--- config.mk ---
export PLATFORM = sky130hd
export DESIGN_NAME = spi_slave
export DESIGN_NICKNAME = d
export VERILOG_FILES = /design/src/rtl/spi_pkg.sv /design/src/rtl/spi_sync_edge.sv /design/src/rtl/spi_slave.sv
export SDC_FILE = /design/constraint.sdc
export NUM_CORES = 1
export LEC_CHECK = 0
export ABC_AREA = 1
export BUFFER_PORTS_ARGS = -buffer_cell sky130_fd_sc_hd__buf_4
export CORE_MARGIN = 8
export CORE_UTILIZATION = 56
export CTS_CLUSTER_SIZE = 8
export DETAILED_ROUTE_END_ITERATION = 10
export PLACE_DENSITY_LB_ADDON = 0.3
export SETUP_SLACK_MARGIN = 0.5
export SYNTH_ARGS = -nofsm -noshare
export SYNTH_HDL_FRONTEND = slang
export SYNTH_SLANG_ARGS = --single-unit
--- constraint.sdc ---
create_clock -name clk -period 1.75 [get_ports clk]
set_input_delay 0 -clock clk [delete_from_list [all_inputs] [get_ports clk]]
set_output_delay 0 -clock clk [all_outputs]
set_load 0.05 [all_outputs]
--- src/rtl/spi_pkg.sv ---
// spi_pkg: shared SPI word size, mode encodings, MISO drive levels and slave FSM states
package spi_pkg;
  localparam int WORD_LENGTH = 8;
  localparam logic [1:0] MODE_POL_PHS_00 = 2'b00;
  localparam logic [1:0] MODE_POL_PHS_01 = 2'b01;
  localparam logic [1:0] MODE_POL_PHS_10 = 2'b10;
  localparam logic [1:0] MODE_POL_PHS_11 = 2'b11;
  localparam logic CONNECTED_FROM_SLAVE = 1'b1;
  localparam logic DISCONNECTED_FROM_SLAVE = 1'b0;
  typedef enum logic [1:0] {IDLE, SHIFT, DONE} slave_state_t;
endpackage

--- src/rtl/spi_sync_edge.sv ---
// spi_sync_edge: 2-FF synchronizer plus one delay stage yielding rise/fall pulses
module spi_sync_edge (
  input  logic clk,
  input  logic rst,
  input  logic i_async,
  output logic o_sync,
  output logic o_rise,
  output logic o_fall
);
  logic [2:0] r_sh;
  always_ff @(posedge clk) begin
    if (rst) r_sh <= '0;
    else r_sh <= {r_sh[1:0], i_async};
  end
  assign o_sync = r_sh[1];
  assign o_rise = r_sh[1] & ~r_sh[2];
  assign o_fall = ~r_sh[1] & r_sh[2];
endmodule

--- src/rtl/spi_slave.sv ---
// spi_slave: oversampled SPI slave, MSB-first full-duplex word transfer with tx holding register
module spi_slave #(
  parameter int WORD_LENGTH = spi_pkg::WORD_LENGTH,
  parameter logic [1:0] SPI_MODE = spi_pkg::MODE_POL_PHS_00
) (
  input  logic                   clk,
  input  logic                   rst,
  input  logic                   SCLK,
  input  logic                   MOSI,
  input  logic                   SSbar,
  output logic                   MISO,
  output logic                   miso_oe,
  input  logic [WORD_LENGTH-1:0] tx_data,
  input  logic                   tx_load,
  output logic                   tx_ready,
  output logic [WORD_LENGTH-1:0] rx_data,
  output logic                   rx_data_valid,
  output logic                   busy
);
  import spi_pkg::*;
  localparam int CW = $clog2(WORD_LENGTH);
  localparam logic CPOL = SPI_MODE[1];
  localparam logic CPHA = SPI_MODE[0];
  slave_state_t r_state;
  logic [CW-1:0] r_cnt;
  logic [WORD_LENGTH-1:0] r_hold, r_tx_sh, r_rx_sh, r_rx_data;
  logic [1:0] r_mosi_s;
  logic r_full, r_miso, r_rx_valid, r_sampled;
  logic w_sclk_sync, w_sclk_rise, w_sclk_fall, w_ss_sync, w_ss_rise, w_ss_fall;
  logic w_lead, w_trail, w_sample, w_shift, w_start;
  logic [WORD_LENGTH-1:0] w_word;
  spi_sync_edge u_sclk (.clk(clk), .rst(rst), .i_async(SCLK), .o_sync(w_sclk_sync), .o_rise(w_sclk_rise), .o_fall(w_sclk_fall));
  spi_sync_edge u_ss (.clk(clk), .rst(rst), .i_async(SSbar), .o_sync(w_ss_sync), .o_rise(w_ss_rise), .o_fall(w_ss_fall));
  // the synced level after an edge tells whether it left or returned to the CPOL idle level
  assign w_lead = (w_sclk_rise | w_sclk_fall) & (w_sclk_sync != CPOL);
  assign w_trail = (w_sclk_rise | w_sclk_fall) & (w_sclk_sync == CPOL);
  assign w_sample = CPHA ? w_trail : w_lead;
  // CPHA=0 ignores the trailing edge that closes the previous word until this word has sampled
  assign w_shift = CPHA ? w_lead : (w_trail & r_sampled);
  assign w_start = (r_state == IDLE && w_ss_fall) || (r_state == DONE && !w_ss_sync);
  assign w_word = r_full ? r_hold : '0;
  always_ff @(posedge clk) begin
    if (rst) begin
      r_state <= IDLE;
      r_cnt <= CW'(WORD_LENGTH - 1);
      r_hold <= '0;
      r_tx_sh <= '0;
      r_rx_sh <= '0;
      r_rx_data <= '0;
      r_mosi_s <= '0;
      r_full <= 1'b0;
      r_miso <= 1'b0;
      r_rx_valid <= 1'b0;
      r_sampled <= 1'b0;
    end else begin
      r_mosi_s <= {r_mosi_s[0], MOSI};
      r_rx_valid <= 1'b0;
      if (w_start) r_full <= 1'b0;
      else if (tx_load && !r_full) begin
        r_hold <= tx_data;
        r_full <= 1'b1;
      end
      if (w_start) begin
        r_state <= SHIFT;
        r_cnt <= CW'(WORD_LENGTH - 1);
        r_sampled <= 1'b0;
        r_tx_sh <= CPHA ? w_word : w_word << 1;
        r_miso <= CPHA ? 1'b0 : w_word[WORD_LENGTH-1];
      end else if (r_state == DONE || (r_state == SHIFT && w_ss_rise)) begin
        r_state <= IDLE;
        r_miso <= 1'b0;
      end else if (r_state == SHIFT) begin
        if (w_shift) begin
          r_miso <= r_tx_sh[WORD_LENGTH-1];
          r_tx_sh <= r_tx_sh << 1;
        end
        if (w_sample) begin
          r_rx_sh <= {r_rx_sh[WORD_LENGTH-2:0], r_mosi_s[1]};
          r_sampled <= 1'b1;
          r_cnt <= r_cnt - 1'b1;
          if (r_cnt == '0) begin
            r_rx_data <= {r_rx_sh[WORD_LENGTH-2:0], r_mosi_s[1]};
            r_rx_valid <= 1'b1;
            r_state <= DONE;
          end
        end
      end
    end
  end
  assign busy = (r_state != IDLE);
  assign miso_oe = busy ? CONNECTED_FROM_SLAVE : DISCONNECTED_FROM_SLAVE;
  assign MISO = r_miso;
  assign tx_ready = ~r_full;
  assign rx_data = r_rx_data;
  assign rx_data_valid = r_rx_valid;
endmodule

==> impl_metrics.toml <==
[global_routing]
met2_usage_pct = 26.37
grt_overflow = 0
grt_pass1_vias = 1587
use_met3_pct = 5.395
use_met1_pct = 17.91
grtUsageTotal_pct = 15.65
antenna_found_initial = 0
top_usage_layer = "met2"
grt_pass1_wl_um = 6865
grt_max_degree = 23

[worst_setup_path]
cp_top_family = "simple AND/OR/NAND/NOR gates"
crit_buf_inv = 2
worstPathRequired_ns = 1.99
critical_path.endpoint_type = "flip-flop"
cp_max_fo = 7
r2r_cells = 6
path_class = "reg -> reg"
worst-path-stages = 6
cp-start-kind = "flip-flop"
cp_slowest_cell = "dfxtp_2"
crit_chain = "inv_1 -> nand2_2 -> nand3_2 -> buf_4 -> nand3_1 -> a21oi_1"
critPathArrivalTime_ns = 1.48
cp_slowest_stage_delay_ns = 0.37

[detailed_routing]
vias_per_cell = 4.921
drc = 0
vias = 1865
wl_per_cell_um = 11.82
drt_pass1_iterations = 4
ant_nets = 0
drt-initial-drc-count = 72
drt_wl_total_um = 4481

[final_layout]
final_cell_mix = "nand2_1 (65), buf_4 (44), dfxtp_1 (38)"
synthToLayoutAreaGrowth_pct = 33.69
final_common_cell = "nand2_1"
nets = 348
drive_gt1_share_pct = 27.41

[clock_tree]
clockBufferDepth = 2
htreeDepth = 2
cts_buffers = 5
cts.reportedPaths.clkPinSlew_ns = 0.13
cts_tree = "done"
worstSkewPairLatency_ns = 0.36
cts_num_sinks = 47
cts-root-buf = "clkbuf_4"

[logic_synthesis]
yosysTopAreaCellShare_pct = 47.27
ys_seq_elements = 47
post-synth-top-area-cell = "dfxtp_1"
synth_area_per_cell_um2 = 7.292
synth_cells = 273
synth_fp_nets = 289
yosysWarnings = 0
yosysSeqAreaShare_pct = 47.27
syn_area_um2 = 1991
synth_cell_type_count = 24
synthTopCellsByArea = "dfxtp_1 (47%), nand2_1 (14%), nor2_1 (7.7%)"

[timing]
clock_skew_ns = 0.009712
fmax_ghz = 0.8097
tightest_slew_ns = 0.6091
fin_crit_ns = 1.235
slew_headroom_pct = 59.35
final.setup.tns_ns = 0
finalCritPeriodShare_pct = 70.57
rsz0062_at_grt = "true"
worst_slack_ns = 0.5150
whs_ns = 0.06415
slew_viol_final = 0
final-setup-viol-count = 0
hold_violations = 0

[power]
power_density_nw_per_um2 = 693.6
peakVddDrop_uv = 553.1
p_leak_nw = 1.251

[placed_design]
portBuffers = 26
dp_hpwl_um = 2517
routabilityCongestion = 0.7415
pre_cts_slack_ns = 0.4071

[floorplanning]
coreArea_um2 = 3390
die_width_um = 75.62
num_io_pins = 27
die_area_um2 = 5718
die_h_um = 75.62
row_count = 21
initial_core_util_pct = 58.73

[job]
cap_violations = 0

[min_path]
whs_path_depth = 5
hold_path_class = "in -> reg"

[outcome]
run_status = "complete, no violations"
==> area by class of cell <==
class	count	area (um^2)
Sequential cell	47	959.7
Multi-Input combinational cell	180	933.4
Fill cell	221	728.2
Timing Repair Buffer	61	510.5
Inverter	37	141.4
Tap cell	46	57.56
Clock buffer	6	51.30
Clock inverter	1	5.005
Antenna cell	1	2.502
==> through the flow <==
stage | cell area [um^2] | std cells | power, mW | util (%)
3_5_place_dp | 2197 | 337 | 1.307 | 64.82
3_3_place_gp | 2197 | 337 | 1.304 | 64.82
2_1_floorplan | 1991 | 273 | 1.258 | -
4_1_cts | 2484 | 364 | 1.841 | 73.27
6_report | 2661 | 379 | 1.846 | 78.52
5_1_grt | 2659 | 378 | 1.925 | 78.44
==> where the power goes <==
part / internal, mW / total [mW] / switching (mW) / leakage (nW)
logic: 0.0992 / 0.213 / 0.114 / 0.832
clock network: 0.187 / 0.513 / 0.326 / 0.0341
registers: 1.10 / 1.12 / 0.0224 / 0.385
total: 1.38 / 1.85 / 0.462 / 1.25
==> kinds of logic (layout without fill, tap and decap cells) <==
family,after synthesis,in the layout,share of synthesized area [%]
DFF,47,47,47.27
AOI/OAI and AO/OA,36,36,9.554
adders and majority gates,2,2,1.257
other,0,1,0
xor gates and xnor gates,1,1,0.4401
buffers and inverters,48,105,10.43
and+or+nand+nor,139,141,31.05
==> flip-flops by register name, summed over array words and instances (netlist names), 2 cells and up <==
register and flops:
rx_data 8, r_tx_sh 7, u_sclk.r_sh 3, u_ss.r_sh 3, r_rx_sh 7, r_mosi_s 2
r_cnt 3, r_hold 8, r_state 2
==> final timing paths <==
kind	end	slack, ns	start
min reg2reg	u_sclk.r_sh[1]$_SDFF_PP0_	0.41	u_sclk.r_sh[0]$_SDFF_PP0_
max reg2reg	r_tx_sh[1]$_SDFFE_PP0P_	0.52	u_ss.r_sh[2]$_SDFF_PP0_
min	r_hold[3]$_SDFFE_PP0P_	0.06	tx_load
max	r_tx_sh[1]$_SDFFE_PP0P_	0.52	u_ss.r_sh[2]$_SDFF_PP0_
==> synthesized netlist by cell type (all sizes together) <==
library cell,number
a21oi,18
buf,11
dfxtp,47
ha,2
inv,37
nand2,75
nand3,13
nand3b,4
nor2,46
nor3,1
o211ai,2
o21a,2
o21ai,14
xnor2,1
==> worst register-to-register path, delay by kind of cell (launching register included) <==
kind / cells / cell delay (ns)
AOI/OAI and AO/OA: 1 / 0.06
buffers and inverters: 2 / 0.27
DFF: 1 / 0.37
and+or+nand+nor: 3 / 0.44
==> routing by layer <==
metal  share of wire, %  vias up  wire length [um]
met4                1.1        0                51
met1                 44      861              1982
met3                5.4        6               243
li1                   -      959                 -
met2                 49       39              2204
met5                  0        -                 0
==> what timing repair did <==
action                                 in CTS  in global routing
pin swaps                                   3                 13
endpoints found under the hold margin      17                  0
hold buffers                               16                  0
gates cloned                                1                  1
setup endpoints to repair                  18                 25
setup buffers                               3                 13
resized for setup                           7                 28
Note: power is estimated with default switching activity, not from simulation.
